`src/rtl/alu_b_operand_stage.sv`:
```
// alu_b_operand_stage
//   ID/EX operand-B stage for the pipelined core. It picks ALU operand B from
//   the rs2 value, the immediate, the constant 4, or zero. The rs2 value is
//   forwarded from EX/MEM or MEM/WB. The result is registered into the ID/EX
//   boundary, with flush taking priority over stall, and stall over load.
//   The forwarded rs2 value is also registered as store data. A saturating
//   counter records how many loaded, valid instructions used a forward.
//
// Build option:
//   ALU_B_FWD_EN  when defined, the forwarding logic and fwd_cnt are present.
//                 When undefined, rs2 comes straight from the register file,
//                 fwd_sel is tied to 00 and fwd_cnt is tied to 0.
//
// Ports:
//   clk, rst_n                  clock, asynchronous active-low reset
//   in_valid, stall, flush      pipeline control
//   aluBSrc                     00 rs2, 01 immgen, 10 const 4, 11 zero
//   rs2_addr, ru_rs2, immgen    decode-stage operands
//   exmem_wen/rd/result         EX/MEM writeback request
//   memwb_wen/rd/result         MEM/WB writeback request
//   cnt_clr                     synchronous clear of fwd_cnt
//   aluB, store_data            registered operand B and forwarded rs2
//   out_valid, fwd_sel          registered valid and forwarding source
//   fwd_cnt                     saturating count of forwarded instructions
module alu_b_operand_stage #(
    parameter int unsigned XLEN = 32,
    parameter int unsigned AW   = 5,
    parameter int unsigned CNTW = 16
) (
    input  logic            clk,
    input  logic            rst_n,
    input  logic            in_valid,
    input  logic            stall,
    input  logic            flush,
    input  logic [1:0]      aluBSrc,
    input  logic [AW-1:0]   rs2_addr,
    input  logic [XLEN-1:0] ru_rs2,
    input  logic [XLEN-1:0] immgen,
    input  logic            exmem_wen,
    input  logic [AW-1:0]   exmem_rd,
    input  logic [XLEN-1:0] exmem_result,
    input  logic            memwb_wen,
    input  logic [AW-1:0]   memwb_rd,
    input  logic [XLEN-1:0] memwb_result,
    input  logic            cnt_clr,
    output logic [XLEN-1:0] aluB,
    output logic [XLEN-1:0] store_data,
    output logic            out_valid,
    output logic [1:0]      fwd_sel,
    output logic [CNTW-1:0] fwd_cnt
);

    typedef enum logic [1:0] {
        FWD_NONE  = 2'b00,
        FWD_EXMEM = 2'b01,
        FWD_MEMWB = 2'b10
    } fwd_e;

    typedef enum logic [1:0] {
        SRC_RS2  = 2'b00,
        SRC_IMM  = 2'b01,
        SRC_FOUR = 2'b10,
        SRC_ZERO = 2'b11
    } bsrc_e;

    logic [XLEN-1:0] rs2_fwd;
    logic [XLEN-1:0] alub_nxt;
    fwd_e            sel_nxt;

`ifdef ALU_B_FWD_EN
    logic ex_hit;
    logic mw_hit;
    logic load;

    // x0 is hardwired to zero, so a write to it must never be forwarded.
    always_comb begin
        ex_hit  = exmem_wen && (exmem_rd == rs2_addr) && (rs2_addr != '0);
        mw_hit  = memwb_wen && (memwb_rd == rs2_addr) && (rs2_addr != '0);
        rs2_fwd = ru_rs2;
        sel_nxt = FWD_NONE;
        if (ex_hit) begin
            rs2_fwd = exmem_result;
            sel_nxt = FWD_EXMEM;
        end else if (mw_hit) begin
            rs2_fwd = memwb_result;
            sel_nxt = FWD_MEMWB;
        end
    end

    assign load = !flush && !stall;

    // The count follows the computed rs2 forward, not aluBSrc, because store
    // data consumes the forward even when operand B is an immediate.
    always_ff @(posedge clk or negedge rst_n) begin
        if (!rst_n) begin
            fwd_cnt <= '0;
        end else if (cnt_clr) begin
            fwd_cnt <= '0;
        end else if (load && in_valid && (sel_nxt != FWD_NONE) && (fwd_cnt != '1)) begin
            fwd_cnt <= fwd_cnt + 1'b1;
        end
    end
`else
    logic unused_fwd;

    always_comb begin
        rs2_fwd = ru_rs2;
        sel_nxt = FWD_NONE;
    end

    assign fwd_cnt    = '0;
    assign unused_fwd = ^{exmem_wen, exmem_rd, exmem_result,
                          memwb_wen, memwb_rd, memwb_result, cnt_clr};
`endif

    always_comb begin
        alub_nxt = '0;
        case (bsrc_e'(aluBSrc))
            SRC_RS2:  alub_nxt = rs2_fwd;
            SRC_IMM:  alub_nxt = immgen;
            SRC_FOUR: alub_nxt = XLEN'(4);
            SRC_ZERO: alub_nxt = '0;
            default:  alub_nxt = '0;
        endcase
    end

    always_ff @(posedge clk or negedge rst_n) begin
        if (!rst_n) begin
            aluB       <= '0;
            store_data <= '0;
            out_valid  <= 1'b0;
            fwd_sel    <= FWD_NONE;
        end else if (flush) begin
            aluB       <= '0;
            store_data <= '0;
            out_valid  <= 1'b0;
            fwd_sel    <= FWD_NONE;
        end else if (!stall) begin
            aluB       <= alub_nxt;
            store_data <= rs2_fwd;
            out_valid  <= in_valid;
            fwd_sel    <= sel_nxt;
        end
    end

endmodule

```
`config.mk`:
```
export PLATFORM = sky130hd
export DESIGN_NAME = alu_b_operand_stage
export DESIGN_NICKNAME = d
export VERILOG_FILES = /design/src/rtl/alu_b_operand_stage.sv
export SDC_FILE = /design/constraint.sdc
export NUM_CORES = 1
export LEC_CHECK = 0
export BUFFER_PORTS_ARGS = -buffer_cell sky130_fd_sc_hd__buf_4
export CORE_MARGIN = 2
export CORE_UTILIZATION = 25
export DETAILED_ROUTE_END_ITERATION = 10
export GPL_TIMING_DRIVEN = 0
export RECOVER_POWER = 50
export SLEW_MARGIN = 10
export SYNTH_ARGS = -nofsm -noshare
export SYNTH_HDL_FRONTEND = slang
export SYNTH_SLANG_ARGS = --single-unit
```
`constraint.sdc`:
```
create_clock -name clk -period 2 [get_ports clk]
set_clock_uncertainty 0.15 [all_clocks]
set_input_delay 0.1 -clock clk [delete_from_list [all_inputs] [get_ports clk]]
set_output_delay 0.1 -clock clk [all_outputs]
set_load 0.02 [all_outputs]
```
After elaboration in Yosys (flattened, before gate mapping):

Index checks and enable logic that the tools add are counted.

* register bits: 67
* input bits: 153
* output and inout bits: 83
* logic and storage cells: 18

* equality and inequality tests: 4
* mux-type cells: 9
* reductions and logical operators: 1

Operators by type and width (number)
* $mux W32: 4
* $pmux W32 S4: 1
* $eq A2 B2 Y1 const B: 2
* $mux W2: 2
* $eq A2 B1 Y1 const B: 1
* $logic_not A2 Y1: 1
* $mux W1: 2
* $ne A2 B1 Y1 const B: 1

Longest topological paths before layout:

Gate-level depths: netlist (run 1).

* depth after elaboration: 4
* mapped depth: 5

Least setup slack after synthesis (run 1):

Ideal clock, no wire load.

* path type: in2reg
* from: input stall
* to: register aluB[11]
* library setup time: 0.076 ns
* arrival time: 0.879 ns
* required time: 1.774 ns
* setup slack: 0.895 ns
* cell stages on the path: 4
* buffers on the path: 2
* cells stage by stage: buf_2 > or3_4 > buf_6 > o21ai_1

* longest elaborated chain between the ends: 1

Ends and longest elaborated chain
* from (decl): line 33 `input logic stall,`
* $ne A2 B1 Y1 (no source line)
* to (signal assigned): line 139 `aluB <= alub_nxt;`
* to (decl): line 46 `output logic [XLEN-1:0] aluB,`

Every way passes these cells.
A chain may end at the register's enable or synchronous reset.

Worst setup path after layout (run 1):

* from: input flush
* to: register aluB[21]

* longest elaborated chain between the ends: 1

Ends and longest elaborated chain
* from (decl): line 34 `input logic flush,`
* $ne A2 B1 Y1 (no source line) or $mux W32 (tied branches)

Several ways; a longest one is shown, not always the timed one.

==> results of run 1 <==
==> per-layer routing <==
layer / vias to the layer above / global-route usage [%] / share of wire [%]
li1: 1325 / - / -
met1: 1305 / 18.7 / 43
met2: 101 / 25.1 / 48
met3: 11 / 4.50 / 6.8
met4: 0 / 5.20 / 1.5
met5: - / 0 / 0
==> placed cells by master (no fill, tap or decap), drive strengths merged <==
cell,count
buf,95
clkbuf,84
dlygate4sd3,67
dfrtp,65
mux2i,64
nor2,33
nand2,32
o21ai,31
conb,18
bufinv,2
clkinv,2
or3,1
nor2b,1
nand2b,1
nor3,1
a211o,1
a21oi,1
clkinvlp,1
==> worst max-delay path: cells and delay by family <==
kind	cells	cell delay, ns
buffers and inverters	3	1.26
and+or+nand+nor	1	0.40
AOI/OAI and AO/OA	1	0.16
==> path summary, 6_finish.rpt <==
kind                              to  slack, ns  cells after the start
setup / recovery            aluB[21]       0.18                      5
hold / removal               aluB[2]       0.01                      3
setup reg to reg            aluB[21]       0.67                      3
hold reg to reg             aluB[14]       0.34                      2
max in group asynchronous   aluB[13]       0.79                      2
min in group asynchronous  out_valid       0.33                      2
==> power groups by stage <==
stage                     sequential (W)  combinational (W)  clock, W
after global routing             0.00143           0.000713   0.00183
after global placement           0.00144           0.000604         0
final                            0.00142           0.000658   0.00172
after CTS                        0.00142           0.000716   0.00176
after detailed placement         0.00144           0.000611         0
after floorplan                  0.00152           0.000234         0
==> final cells by class <==
class / instances / area, sq um / share of cell area (%)
Buffer: 36 / 246 / 4.97
Clock buffer: 11 / 253 / 5.10
Clock inverter: 5 / 77.6 / 1.56
Multi-Input combinational cell: 184 / 1160 / 23.4
Sequential cell: 65 / 1630 / 32.8
Tap cell: 143 / 179 / 3.61
Timing Repair Buffer: 199 / 1410 / 28.5
==> logic make-up after synthesis <==
group	synth area share, %
AO/OA/AOI/OAI	6.07
buffers and inverters	8.30
flip-flops	54.8
multiplexers	21.6
other	0.126
AND/OR/NAND/NOR	9.18
==> repair_timing <==
item / 4_1_cts / 5_1_grt
setup buffers: 0 / 0
endpoints found under the hold margin: 130 / 0
hold buffers: 67 / 0
resized for setup: 0 / 0
==> registers in the layout, indices dropped and copies added, names as in the netlist <==
signal / count
store_data: 32
out_valid: 1
aluB: 32
==> through the flow <==
step / total power [W] / cell area [sq um] / setup WS [ns] / std cells / hold slack, ns
3_5_place_dp: 0.00205 / 4200 / 0.679 / 560 / 0.120
2_1_floorplan: 0.00175 / 3030 / 0.895 / 285 / -0.346
4_1_cts: 0.00389 / 5200 / 0.200 / 643 / 0.00780
6_report: 0.00380 / 4960 / 0.177 / 643 / 0.0135
3_3_place_gp: 0.00204 / 4200 / 0.676 / 560 / 0.109
5_1_grt: 0.00397 / 4960 / 0.126 / 643 / 0.0366
==> results.toml, run 1 <==
[outcome]
run_status = "finished, violations left"
violations = "DRC"

[critical_path]
cpPeakStageDelay_ns = 0.57
critical_path_required_ns = 2.10
critical_path_class = "in -> reg"
rr_startpoint = "aluB[21]"
end_kind = "flip-flop"
cp_common_cell = "dlygate4sd3_1"
startpoint = "flush"
cp.arrival_ns = 1.93
crit_fanout = 9
critPathLaunchType = "primary input"
crit_chain = "dlygate4sd3_1 -> buf_6 -> or3_4 -> o21ai_0 -> dlygate4sd3_1"
cp_slowest_cell = "dlygate4sd3_1"

[logic_synthesis]
synthTopCellsByArea = "dfrtp_1 55%, mux2i_1 22%, buf_4 4.5%"
yosysMostFrequentCell = "dfrtp_1"
synth-edff-count = 0
synthFlopType = "dfrtp_1"
post_synth.cell_area_avg_sq_um = 11.1
synth_common_cells = "65 x dfrtp_1, 64 x mux2i_1, 33 x nor2_1"
syn_area_sq_um = 2970
yosys_warnings = 0
synth_seq_area_share_pct = 54.8
async_flop_share_pct = 100
synth.top_cell.area_share_pct = 54.8
synth_top_cell_by_area = "dfrtp_1"
ys_types = 18
syn_inst = 268
ys_ff_latch = 65

[detailed_routing]
via_per_inst = 4.26
wl_mm = 9.45
via_count = 2742
remaining_drc_errors = 11
ant_nets = 0
wl_per_cell_microns = 14.7
drt_iter0_drc = 116
dr.pass1.iters = 7

[timing]
finalSetupTns_ns = 0
maxSlewHeadroom_pct = 39.5
drv_slew = 0
worstMarginPinSlew_ns = 0.908
setup-violations-final = 0
period_share_pct = 91.2
layout_min_cycle_time_ns = 1.82
hold_viol = 0
max_freq_ghz = 0.548
rsz0062_at_grt = "no"

[place]
place_congestion = 0.764
portBuffers = 132
dpl.hpwl_mm = 6.28

[pwr]
total_leakage_power_nw = 2.47
p_per_area_nw_per_um2 = 766
p_seq_share_pct = 37.4
p_sw_w = 0.000949
ir_drop_uv = 403
pwr-share-comb_pct = 17.3
swShare_pct = 25.0
clkPwrFrac_pct = 45.3
p_int_w = 0.00285

[die]
ios = 236
die_h_microns = 113
core_sq_um = 11500
die-area_sq_um = 12800
num_rows = 39
initial_core_util_pct = 25.8
die_w_microns = 113

[final_layout]
fin_util_pct = 43.0
antenna_cells = 0
fillers = 1152
area_growth_pct = 66.9
nets = 648
layout-drive-gt1-share_pct = 23.8

[flow_run]
max_cap_viol_count = 0

[global_routing]
grt_pass1_vias = 2930
grt_max_degree = 66
grt_use_total_pct = 15.1
overflow = 0
antenna_found_initial = 0
grt_pass1_wl_mm = 15.0

[clocking]
clkLatencyLatePin_ns = 0.32
cts_max_level = 3
clk_root_buffer_cell = "clkbuf_16"
cts_tree = "done"
cts_made_buffers = 9
clkTransAtPathRegs_ns = 0.06
clk_path_buf_depth = 2
cts_sinks = 65

[min_path]
hp-class = "in -> reg"
hp-start = "aluBSrc[0]"
Note: power is estimated with default switching activity, not from simulation.
==> inputs of run 2 (changes only) <==
--- a/config.mk
+++ b/config.mk
@@ -5,11 +5,14 @@
 export SDC_FILE = /design/constraint.sdc
 export NUM_CORES = 1
 export LEC_CHECK = 0
+export ABC_AREA = 1
 export BUFFER_PORTS_ARGS = -buffer_cell sky130_fd_sc_hd__buf_4
-export CORE_MARGIN = 2
-export CORE_UTILIZATION = 25
+export CORE_AREA = 2 2 91 93
+export CTS_CLUSTER_SIZE = 40
 export DETAILED_ROUTE_END_ITERATION = 10
+export DIE_AREA = 0 0 93 95
 export GPL_TIMING_DRIVEN = 0
+export PLACE_DENSITY = 0.8
 export RECOVER_POWER = 50
 export SLEW_MARGIN = 10
 export SYNTH_ARGS = -nofsm -noshare
==> results.toml, run 2 <==
[outcome]
run_status = "finished clean"

[detailed_routing]
drt_iter0_drc = 179
via_count = 3443
wl_per_cell_microns = 14.4
remaining_drc_errors = 0
wl_mm = 10.8
ant_nets = 0
via_per_inst = 4.62
dr.pass1.iters = 5

[logic_synthesis]
synth_top_cell_by_area = "dfrtp_1"
syn_inst = 405
ys_types = 15
yosysMostFrequentCell = "nand2_1"
post_synth.cell_area_avg_sq_um = 7.80
async_flop_share_pct = 100
synth_common_cells = "258 x nand2_1, 65 x dfrtp_1, 28 x buf_4"
synthTopCellsByArea = "dfrtp_1 51%, nand2_1 31%, buf_4 6.7%"
synth-edff-count = 0
syn_area_sq_um = 3160
synth.top_cell.area_share_pct = 51.5
synth_seq_area_share_pct = 51.5
ys_ff_latch = 65
synthFlopType = "dfrtp_1"
yosys_warnings = 0

[timing]
worstMarginPinSlew_ns = 0.829
max_freq_ghz = 0.672
period_share_pct = 74.4
finalSetupTns_ns = 0
rsz0062_at_grt = "no"
layout_min_cycle_time_ns = 1.49
hold-worst-slack_ns = 0.0793
hold_viol = 0
fin_ws_ns = 0.513
setup-violations-final = 0
drv_slew = 0
maxSlewHeadroom_pct = 44.7

[global_routing]
gr-max-usage-layer = "met2"
use_met2_pct = 42.7
antenna_found_initial = 0
overflow = 0
grt_pass1_vias = 3407
grt_pass1_wl_mm = 16.6
grt_use_total_pct = 24.8
grt_max_degree = 66
use_met3_pct = 6.62
met1_usage_pct = 28.7

[die]
num_rows = 33
die-area_sq_um = 8840
initial_core_util_pct = 39.9
ios = 236
die_w_microns = 93
core_sq_um = 7930
die_h_microns = 95

[place]
dpl.hpwl_mm = 6.67
place_congestion = 0.815
dp_slack_ns = 0.834
portBuffers = 134

[final_layout]
seq_area_sq_um = 1630
nets = 788
antenna_cells = 0
area_growth_pct = 61.2
mostFrequentLayoutCell = "nand2_1"
layout-drive-gt1-share_pct = 25.2
multi_input_area_sq_um = 1270
fillers = 687
layout_common_cells = "258 x nand2_1, 113 x buf_4, 68 x dlygate4sd3_1"
reg_top3 = "aluB x32, store_data x32, out_valid x1"

[critical_path]
crit_fanout = 2
cpPeakStageDelay_ns = 0.55
critPathLaunchType = "primary input"
crit_family = "buffers and inverters"
crit_chain = "dlygate4sd3_1 -> buf_4 -> nand2_1 -> nand2_1 -> dlygate4sd3_1 -> nand2_1 -> nand2_1"
critical_path_class = "in -> reg"
crit_buf_inv = 3
cp.arrival_ns = 1.57
cp_slowest_cell = "dlygate4sd3_1"
cp_common_cell = "nand2_1"
critical_path_required_ns = 2.08
end_kind = "flip-flop"

[min_path]
hp-class = "in -> reg"

[clocking]
clk_path_buf_depth = 2
cts_tree = "done"
cts_sinks = 65
cts_resized = 0
clkLatencyLatePin_ns = 0.33
cts_max_level = 3
clkTransAtPathRegs_ns = 0.08
clk_root_buffer_cell = "clkbuf_8"
post_cts_buffers = 0
cts_made_buffers = 9

[flow_run]
max_cap_viol_count = 0

[pwr]
ir_drop_uv = 352
p_per_area_nw_per_um2 = 631
total_leakage_power_nw = 2.87
## run 2: cell count changes in the layout (fill, tap and decap cells not counted), moves of 3 or more
cell       before  now
clkbuf_1       69   41
o21ai_2         3    0
nand2_1        32  258
nand3_2         0    8
mux2i_1        64    0
clkbuf_16       9    0
buf_4          80  113
nand3_1         0   24
o21ai_1        27    0
nor2_1         33    2
clkbuf_4        4   14
clkbuf_8        2    9
buf_2          11    2
## run 2: logic make-up after synthesis
group                  Yosys count  share of synthesized area, %
other                            1                         0.119
DFF                             65                          51.5
buffers and inverters           45                          10.3
and+or+nand+nor                294                          38.1
## run 2: final cells by class
cell class                      count  area share (%)
Timing Repair Buffer              202            30.6
Tap cell                          105            2.58
Clock buffer                        9            2.43
Clock inverter                      7            1.40
Multi-Input combinational cell    312            24.9
Sequential cell                    65            31.9
Inverter                            3           0.221
Buffer                             42            5.87
## run 2: power by group
part / internal, W / leakage (nW) / switching, W / total [W]
Clock: 0.000572 / 0.0912 / 0.000518 / 0.00109
Sequential: 0.00138 / 0.876 / 0.0000383 / 0.00142
Combinational: 0.000323 / 1.91 / 0.000385 / 0.000708
## run 2: final timing paths
path / start / end / slack (ns) / depth (start not counted)
max in group asynchronous: rst_n / aluB[26] / 0.90 / 2
worst min-delay path: flush / aluB[23] / 0.08 / 5
min in group asynchronous: rst_n / aluB[7] / 0.25 / 2
worst max-delay path: ru_rs2[22] / aluB[22] / 0.51 / 7
worst min register to register: store_data[21] / store_data[21] / 0.32 / 2
worst max register to register: store_data[30] / store_data[30] / 1.21 / 2
## run 2: timing repair
item | in CTS | in global routing
endpoints found under the hold margin | 130 | 0
hold buffers | 70 | 0
endpoints found under the setup margin | 0 | 2
## run 2: through the flow
stage / util, % / total power [W] / std cells / cell area, sq um
after detailed placement: 55.0 / 0.00206 / 661 / 4360
after global routing: 64.2 / 0.00338 / 745 / 5090
after global placement: 55.0 / 0.00205 / 661 / 4360
after floorplan: - / 0.00175 / 422 / 3220
after CTS: 66.3 / 0.00327 / 747 / 5260
final: 64.2 / 0.00322 / 745 / 5090
## run 2: worst register-to-register path, cell delays in order, from the launching register on
cell     delay [ns]
dfrtp_1        0.40
nand2_1        0.07
nand2_1        0.06
## run 2: per-layer routing
metal / vias to the layer above / routed length (microns)
li1: 1654 / -
met1: 1569 / 4270
met2: 182 / 5250
met3: 38 / 877
met4: 0 / 363
met5: - / 0
==> inputs of run 3 (changes only) <==
--- a/config.mk
+++ b/config.mk
@@ -7,10 +7,10 @@
 export LEC_CHECK = 0
 export ABC_AREA = 1
 export BUFFER_PORTS_ARGS = -buffer_cell sky130_fd_sc_hd__buf_4
-export CORE_AREA = 2 2 91 93
+export CORE_MARGIN = 2
+export CORE_UTILIZATION = 40
 export CTS_CLUSTER_SIZE = 40
 export DETAILED_ROUTE_END_ITERATION = 10
-export DIE_AREA = 0 0 93 95
 export GPL_TIMING_DRIVEN = 0
 export PLACE_DENSITY = 0.8
 export RECOVER_POWER = 50
==> constraint.sdc (replaced) <==
create_clock -name clk -period 1.6 [get_ports clk]
set_clock_uncertainty 0.15 [all_clocks]
set_input_delay 0.08 -clock clk [delete_from_list [all_inputs] [get_ports clk]]
set_output_delay 0.08 -clock clk [all_outputs]
set_load 0.02 [all_outputs]
==> results.toml, run 3 (same netlist as run 2, synthesis figures left out) <==
[outcome]
run_status = "finished clean"

[critical_path]
critical_path_required_ns = 1.72
cp.arrival_ns = 1.64
critPathLaunchType = "primary input"
end_kind = "flip-flop"
crit_fanout = 5
critical_path_class = "in -> reg"

[detailed_routing]
remaining_drc_errors = 0
dr.pass1.iters = 5
wl_mm = 10.5
via_count = 3484
ant_nets = 0
wl_per_cell_microns = 14.2
via_per_inst = 4.70
drt_iter0_drc = 162

[clocking]
cts_sinks = 65
cts_made_buffers = 9
cts_tree = "done"
clk_root_buffer_cell = "clkbuf_8"
clk_path_buf_depth = 2
clkTransAtPathRegs_ns = 0.07
clkLatencyLatePin_ns = 0.32
cts_max_level = 3
post_cts_buffers = 0

[pwr]
clkPwrFrac_pct = 35.8
swShare_pct = 28.0
p_sw_w = 0.00115
p_seq_share_pct = 43.3
p_per_area_nw_per_um2 = 816
total_leakage_power_nw = 2.77
pwr-share-comb_pct = 20.9
ir_drop_uv = 458
p_int_w = 0.00295

[die]
ios = 236
initial_core_util_pct = 41.1
die-area_sq_um = 8620
core_sq_um = 7690
die_h_microns = 92.9
die_w_microns = 92.9
num_rows = 32

[min_path]
hp-class = "in -> reg"

[global_routing]
use_met2_pct = 42.2
gr-max-usage-layer = "met2"
grt_pass1_vias = 3550
met1_usage_pct = 30.3
use_met3_pct = 7.65
grt_max_degree = 66
antenna_found_initial = 0
overflow = 0
grt_use_total_pct = 25.2
grt_pass1_wl_mm = 17.0

[place]
portBuffers = 134
place_congestion = 0.889
dpl.hpwl_mm = 6.59

[final_layout]
nets = 788
layout-drive-gt1-share_pct = 20.9
layout_common_cells = "258 x nand2_1, 98 x buf_4, 68 x clkbuf_1, 68 x dlygate4sd3_1, 65 x dfrtp_1"
area_growth_pct = 58.8
reg_top3 = "aluB x32, store_data x32, out_valid x1"
mostFrequentLayoutCell = "nand2_1"
antenna_cells = 0

[timing]
finalSetupTns_ns = 0
drv_slew = 0
maxSlewHeadroom_pct = 45.3
worstMarginPinSlew_ns = 0.821
hold_viol = 0
rsz0062_at_grt = "no"
layout_min_cycle_time_ns = 1.53
period_share_pct = 95.6
setup-violations-final = 0
hold-worst-slack_ns = 0.00432
max_freq_ghz = 0.654

[flow_run]
max_cap_viol_count = 0
[run 3: through the flow]
step	total power, W	area, sq um	util [%]	setup slack [ns]	instances
after floorplan	0.00219	3220	-	0.718	422
after global placement	0.00256	4360	56.7	0.470	658
after detailed placement	0.00257	4360	56.7	0.452	658
after CTS	0.00417	5270	68.6	0.0291	744
after global routing	0.00428	5020	65.3	0.00168	742
final	0.00410	5020	65.3	0.0709	742
[run 3: repair_timing]
| item | in CTS | in global routing |
|---|---|---|
| hold buffers | 70 | 0 |
| setup endpoints to repair | 0 | 2 |
| hold endpoints to repair | 130 | 0 |
| gates resized for setup | 0 | 2 |
[run 3: worst max-delay path, stage by stage]
cell	delay [ns]
dlygate4sd3_1	0.54
buf_4	0.17
inv_6	0.08
nand3_1	0.06
dlygate4sd3_1	0.56
nand2_1	0.07
nand2_1	0.05
nand2_1	0.05
[run 3: layout make-up]
class / instances / area (sq um)
clock buffers: 12 / 165
multi-input cells: 312 / 1270
plain buffers: 42 / 310
clock inverters: 4 / 50.0
flip-flops and latches: 65 / 1630
fillers: 647 / 2670
repair buffers: 202 / 1450
inverters: 3 / 16.3
well taps: 102 / 128
[run 3: final timing paths]
| kind | start | slack, ns | cells after the start | endpoint |
|---|---|---|---|---|
| min in group asynchronous | rst_n | 0.24 | 2 | aluB[12] |
| worst min register to register | out_valid | 0.32 | 2 | out_valid |
| worst max register to register | store_data[29] | 0.77 | 2 | store_data[29] |
| worst max-delay path | aluBSrc[1] | 0.07 | 8 | aluB[22] |
| max in group asynchronous | rst_n | 0.51 | 2 | aluB[29] |
| worst min-delay path | aluBSrc[0] | 0.004 | 5 | aluB[21] |
[run 3: power groups by stage]
stage          Combinational (W)  Clock, W  Sequential (W)
2_1_floorplan           0.000291         0         0.00190
3_3_place_gp            0.000762         0         0.00180
3_5_place_dp            0.000772         0         0.00180
4_1_cts                 0.000908   0.00149         0.00177
5_1_grt                 0.000931   0.00157         0.00178
6_report                0.000857   0.00147         0.00177
[run 3: metal layers]
| layer | routed length [microns] | up-vias |
|---|---|---|
| li1 | - | 1651 |
| met1 | 4200 | 1617 |
| met2 | 5050 | 188 |
| met3 | 1030 | 28 |
| met4 | 242 | 0 |
| met5 | 0 | - |
